## src/rtl/x7seg_pkg.sv

```systemverilog
// Shared definitions for the multiplexed seven-segment scanner:
// segment vector type, blank pattern and the active-low hex glyph table.
package x7seg_pkg;

    typedef logic [7:0] seg_t;

    localparam seg_t SEG_BLANK = 8'hFF;

    // Active-low {g,f,e,d,c,b,a} patterns indexed by nibble value 0..F.
    localparam logic [6:0] GLYPH_TABLE [16] = '{
        7'b1000000, 7'b1111001, 7'b0100100, 7'b0110000,
        7'b0011001, 7'b0010010, 7'b0000010, 7'b1111000,
        7'b0000000, 7'b0010000, 7'b0001000, 7'b0000011,
        7'b1000110, 7'b0100001, 7'b0000110, 7'b0001110
    };

endpackage

```

## src/rtl/x7seg_prescaler.sv

```systemverilog
// Free-running divider that marks the last clock of every CLK_DIV-cycle
// digit slot with a combinational tick.
module x7seg_prescaler
    import x7seg_pkg::*;
#(
    parameter int CLK_DIV = 100000
) (
    input  logic clk,
    input  logic rst_n,
    output logic tick
);

    localparam int CW = $clog2(CLK_DIV);
    localparam logic [CW-1:0] LAST = CW'(CLK_DIV - 1);

    logic [CW-1:0] count_q;
    logic [CW-1:0] count_d;

    assign tick = (count_q == LAST);

    always_comb begin
        count_d = count_q + CW'(1);
        if (tick) begin
            count_d = '0;
        end
    end

    always_ff @(posedge clk or negedge rst_n) begin
        if (!rst_n) begin
            count_q <= '0;
        end else begin
            count_q <= count_d;
        end
    end

endmodule

```

## src/rtl/x7seg_scan.sv

```systemverilog
// Time-multiplexed seven-segment driver with load-strobed shadow registers.
// Define X7SEG_LZB_EN to enable leading-zero blanking of the upper digits.
module x7seg_scan
    import x7seg_pkg::*;
#(
    parameter int NUM_DIGITS = 8,
    parameter int CLK_DIV    = 100000
) (
    input  logic                      clk,
    input  logic                      rst_n,
    input  logic                      load,
    input  logic [4*NUM_DIGITS-1:0]   data_in,
    input  logic [NUM_DIGITS-1:0]     dp_in,
    input  logic [NUM_DIGITS-1:0]     digit_en,
    output logic [NUM_DIGITS-1:0]     an,
    output logic [7:0]                a_to_g
);

    localparam int IW = (NUM_DIGITS > 1) ? $clog2(NUM_DIGITS) : 1;
    localparam logic [IW-1:0] LAST_IDX = IW'(NUM_DIGITS - 1);

    logic                    tick;
    logic [IW-1:0]           idx_q,  idx_d;
    logic [4*NUM_DIGITS-1:0] data_q, data_d;
    logic [NUM_DIGITS-1:0]   dp_q,   dp_d;
    logic [NUM_DIGITS-1:0]   en_q,   en_d;
    logic [NUM_DIGITS-1:0]   an_q,   an_d;
    seg_t                    seg_q,  seg_d;
    logic [NUM_DIGITS-1:0]   blank;

    x7seg_prescaler #(
        .CLK_DIV (CLK_DIV)
    ) u_prescaler (
        .clk   (clk),
        .rst_n (rst_n),
        .tick  (tick)
    );

    always_comb begin
        idx_d = idx_q;
        if (tick) begin
            idx_d = (idx_q == LAST_IDX) ? '0 : idx_q + IW'(1);
        end
        data_d = load ? data_in  : data_q;
        dp_d   = load ? dp_in    : dp_q;
        en_d   = load ? digit_en : en_q;
    end

`ifdef X7SEG_LZB_EN
    logic lead_zero;

    // Walk down from the top digit; disabled digits do not break a zero run.
    always_comb begin
        blank     = ~en_q;
        lead_zero = 1'b1;
        for (int i = NUM_DIGITS - 1; i > 0; i--) begin
            if (en_q[i]) begin
                lead_zero = lead_zero & (data_q[4*i +: 4] == 4'h0) & ~dp_q[i];
            end
            if (lead_zero) begin
                blank[i] = 1'b1;
            end
        end
    end
`else
    assign blank = ~en_q;
`endif

    always_comb begin
        an_d  = '1;
        seg_d = SEG_BLANK;
        for (int i = 0; i < NUM_DIGITS; i++) begin
            if ((idx_q == IW'(i)) && !blank[i]) begin
                an_d[i] = 1'b0;
                seg_d   = {~dp_q[i], GLYPH_TABLE[data_q[4*i +: 4]]};
            end
        end
    end

    always_ff @(posedge clk or negedge rst_n) begin
        if (!rst_n) begin
            idx_q  <= '0;
            data_q <= '0;
            dp_q   <= '0;
            en_q   <= '0;
            an_q   <= '1;
            seg_q  <= SEG_BLANK;
        end else begin
            idx_q  <= idx_d;
            data_q <= data_d;
            dp_q   <= dp_d;
            en_q   <= en_d;
            an_q   <= an_d;
            seg_q  <= seg_d;
        end
    end

    assign an     = an_q;
    assign a_to_g = seg_q;

endmodule

```

## config.mk

```make
export PLATFORM = sky130hd
export DESIGN_NAME = x7seg_scan
export DESIGN_NICKNAME = d
export VERILOG_FILES = /design/src/rtl/x7seg_pkg.sv /design/src/rtl/x7seg_prescaler.sv /design/src/rtl/x7seg_scan.sv
export SDC_FILE = /design/constraint.sdc
export NUM_CORES = 1
export LEC_CHECK = 0
export CORE_AREA = 3 3 122 124
export DETAILED_ROUTE_END_ITERATION = 10
export DIE_AREA = 0 0 125 127
export GPL_TIMING_DRIVEN = 0
export PLACE_DENSITY = 0.73
export SLEW_MARGIN = 20
export SYNTH_ARGS = -nofsm -noshare
export SYNTH_HDL_FRONTEND = slang
export SYNTH_HIERARCHICAL = 1
export SYNTH_SLANG_ARGS = --single-unit
```

## constraint.sdc

```tcl
create_clock -name clk -period 3 [get_ports clk]
set_input_delay 0.3 -clock clk [delete_from_list [all_inputs] [get_ports clk]]
set_output_delay 0.3 -clock clk [all_outputs]
set_load 0.03 [all_outputs]
```

==> results.py <==
metrics = {
    "finish": {
        "fin_cells": 863,
        "nets": 787,
        "fin_area_mm2": 0.00701,
        "syn_to_final_growth_pct": 21.0,
        "final_util": 0.505,
        "drive_above_1_share": 0.154,
        "diodes": 0,
        "final_cell_mix": "dfrtp_1, clkdlybuf4s50_1, ha_1, nand2_1, o21ai_0",
        "final_common_cell": "dfrtp_1",
    },
    "setup_path": {
        "cpLargestDelayFamily": "compound AO/OA/AOI/OAI gates",
        "cp_max_fo": 8,
        "cp_cell_sequence": "ha_1 > ha_1 > and2_1 > buf_6 > inv_2 > nand2_4 > a2111oi_0 > or4_1 > a31oi_1",
        "cp.required_ns": 3.26,
        "path_depth": 9,
        "reg2reg_to": "a_to_g[0]",
        "arrival_ns": 2.92,
        "rrSetupSlack_ns": 0.34,
        "cp-start-kind": "register",
        "path_buf_inv": 2,
        "cp-endpoint": "a_to_g[0]",
        "cp-end-kind": "register",
        "path_class": "register to register",
        "timing.rr.start": "idx_q[0]",
        "critical_path.slowest_cell": "a2111oi_0",
        "setup.worst_path.start": "idx_q[0]",
        "cpPeakStageDelay_ns": 0.84,
        "cp_common_cell": "ha_1",
        "r2r_cells": 9,
    },
    "sta": {
        "fmax_ghz": 0.376,
        "fin_skew_ns": 0.0104,
        "finalSetupViolCount": 0,
        "slew_viol_final": 0,
        "relSlewSlack": 0.332,
        "min_period_ns": 2.66,
        "rsz0062_at_grt": "false",
        "tightest_slew_ns": 0.977,
        "fin_crit_sh": 0.886,
        "hold_viol_final": 0,
        "hold_slack_ns": 0.373,
    },
    "die": {
        "std_cell_rows": 43,
        "fp.dieArea_mm2": 0.0159,
        "core_region_area_mm2": 0.0139,
        "fp.dieW_um": 125,
        "dieHeight_um": 127,
        "io_pins": 67,
        "initial_core_util": 0.417,
    },
    "grt": {
        "grt_max_degree": 50,
        "grt_pass1_wl_um": 24400,
        "grt_overflow_total": 0,
        "grtUsageTotal": 0.190,
        "grt_pass1_vias": 4820,
        "antenna_found_initial": 0,
    },
    "clocking": {
        "post_cts_resized": 0,
        "cts.clk_slew.worst_paths_ns": 0.07,
        "postCtsHoldBufs": 1,
        "clock_sinks": 84,
        "htree_levels": 3,
        "cts_buffer_depth": 2,
        "numCtsBuffers": 9,
        "post_cts_buffers": 0,
        "tritoncts": "yes",
        "insertion_delay_ns": 0.36,
        "root_buffer": "clkbuf_16",
    },
    "power": {
        "p_leak_nw": 3.05,
        "max-vdd-ir-drop_uv": 301,
        "p_per_area_mw_per_mm2": 450,
    },
    "detailed_routing": {
        "wl_um": 14700,
        "drc": 0,
        "firstDrtPassIters": 5,
        "ant_nets": 0,
        "viasPerCell": 5.56,
        "wire_per_inst_um": 17.0,
        "vias": 4800,
        "drtIter0Drc": 335,
    },
    "place": {
        "placed_cells_incl_taps": 846,
        "placed_area_mm2": 0.00669,
        "hpwl_um": 11300,
        "port_buffers": 65,
        "gp_congestion": 0.922,
    },
    "yosys": {
        "synth-main-ff-cell": "dfrtp_1",
        "async_flop_share": 1.00,
        "ys_seq_area_frac": 0.366,
        "synth_edf_count": 0,
        "ys_ff_latch": 84,
        "syn-cell-area_mm2": 0.00579,
        "ys_types": 60,
        "synth_warnings": 6,
        "synth.avg_cell_area_um2": 9.66,
        "synth_nets": 709,
        "syn-instance-count": 600,
    },
    "flow_run": {
        "cap_violations": 0,
    },
    "worst_hold_path": {
        "hp-class": "primary input to register",
        "min_from": "load",
    },
    "outcome": {
        "outcome": "finished, final reports clean",
    },
}
-- routing by layer --
metal	up-vias	GRT usage	wire length, um
met5	-	0	0
met1	2362	0.252	6570
met3	20	0.0385	721
met4	0	0.0619	274
met2	131	0.314	7110
li1	2287	-	-
-- state kept, by name (all words and copies together) (netlist names) --
name	flops
idx_q	3
en_q	8
data_q	32
an	8
dp_q	8
a_to_g	8
u_prescaler/count_q	17
-- layout make-up --
| class | count | area (um^2) |
|---|---|---|
| Fill cell | 1264 | 6870 |
| Multi-Input combinational cell | 443 | 3370 |
| Sequential cell | 84 | 2120 |
| Timing Repair Buffer | 67 | 686 |
| Clock buffer | 9 | 225 |
| Tap cell | 180 | 225 |
| Buffer | 34 | 150 |
| Inverter | 39 | 149 |
| Clock inverter | 7 | 80.1 |
-- through the flow --
step	setup WS, ns	total power (W)	setup TNS (ns)
after CTS	0.521	0.00318	0
after floorplan	0.961	0.00175	0
after detailed placement	0.547	0.00201	0
after global placement	-1.30	0.00198	-93.50
final	0.342	0.00315	0
after global routing	0.356	0.00332	0
-- synthesized netlist by cell type (3+ instances only) --
master,n,share of area
dfrtp_1,68,0.29
ha_1,58,0.13
nand2_1,50,0.032
o21ai_0,49,0.042
mux2_2,43,0.084
nor2_1,42,0.027
inv_1,34,0.022
a21oi_1,24,0.021
clkbuf_1,17,0.011
mux2i_1,17,0.029
dfstp_2,16,0.073
nor2b_1,14,0.015
nor3_1,14,0.012
buf_2,12,0.010
nand3_1,10,0.0086
o211ai_1,10,0.013
a31oi_1,9,0.0097
xnor2_1,9,0.014
a211oi_1,7,0.0091
a22oi_1,7,0.0091
mux4_2,7,0.027
nand4_1,6,0.0065
and3_1,5,0.0054
xor2_1,5,0.0076
a211o_1,4,0.0060
buf_1,4,0.0026
nand2b_1,4,0.0043
a2111oi_0,3,0.0045
a221oi_1,3,0.0045
and2_1,3,0.0032
clkinv_1,3,0.0019
nor4_1,3,0.0032
o22ai_1,3,0.0032
o311ai_0,3,0.0045
or4_1,3,0.0039
-- worst register-to-register path, cell delays in order (launching register included) --
cell       delay (ns)
dfrtp_1          0.42
ha_1             0.23
ha_1             0.17
and2_1           0.16
buf_6            0.14
inv_2            0.13
nand2_4          0.09
a2111oi_0        0.84
or4_1            0.26
a31oi_1          0.12
-- worst min-delay path by stage --
| stage | endpoint | slack, ns | depth (start not counted) |
|---|---|---|---|
| final | data_q[4] | 0.37 | 2 |
| after global routing | data_q[0] | 0.44 | 2 |
| after CTS | data_q[4] | 0.37 | 2 |
| after detailed placement | data_q[3] | 0.29 | 1 |
| after global placement | u_prescaler/count_q[14] | 0.48 | 1 |
| after floorplan | data_q[0] | 0.004 | 0 |
-- cells by family after synthesis --
| logic type | count (synthesis) | share of synthesized area |
|---|---|---|
| AO/OA/AOI/OAI | 136 | 0.148 |
| buffers and inverters | 73 | 0.0516 |
| adder cells (fa/ha/maj) | 58 | 0.125 |
| AND/OR/NAND/NOR | 168 | 0.147 |
| XOR/XNOR | 14 | 0.0212 |
| multiplexers | 67 | 0.140 |
| flip-flops | 84 | 0.366 |
-- report_power, final --
| part | switching [W] | internal (W) | leakage (nW) |
|---|---|---|---|
| clock network | 0.000496 | 0.000657 | 0.148 |
| logic | 0.000376 | 0.000332 | 1.89 |
| registers | 0.0000704 | 0.00122 | 1.00 |
| total | 0.000942 | 0.00221 | 3.05 |
No activity file was read; power rests on OpenSTA's default activity.
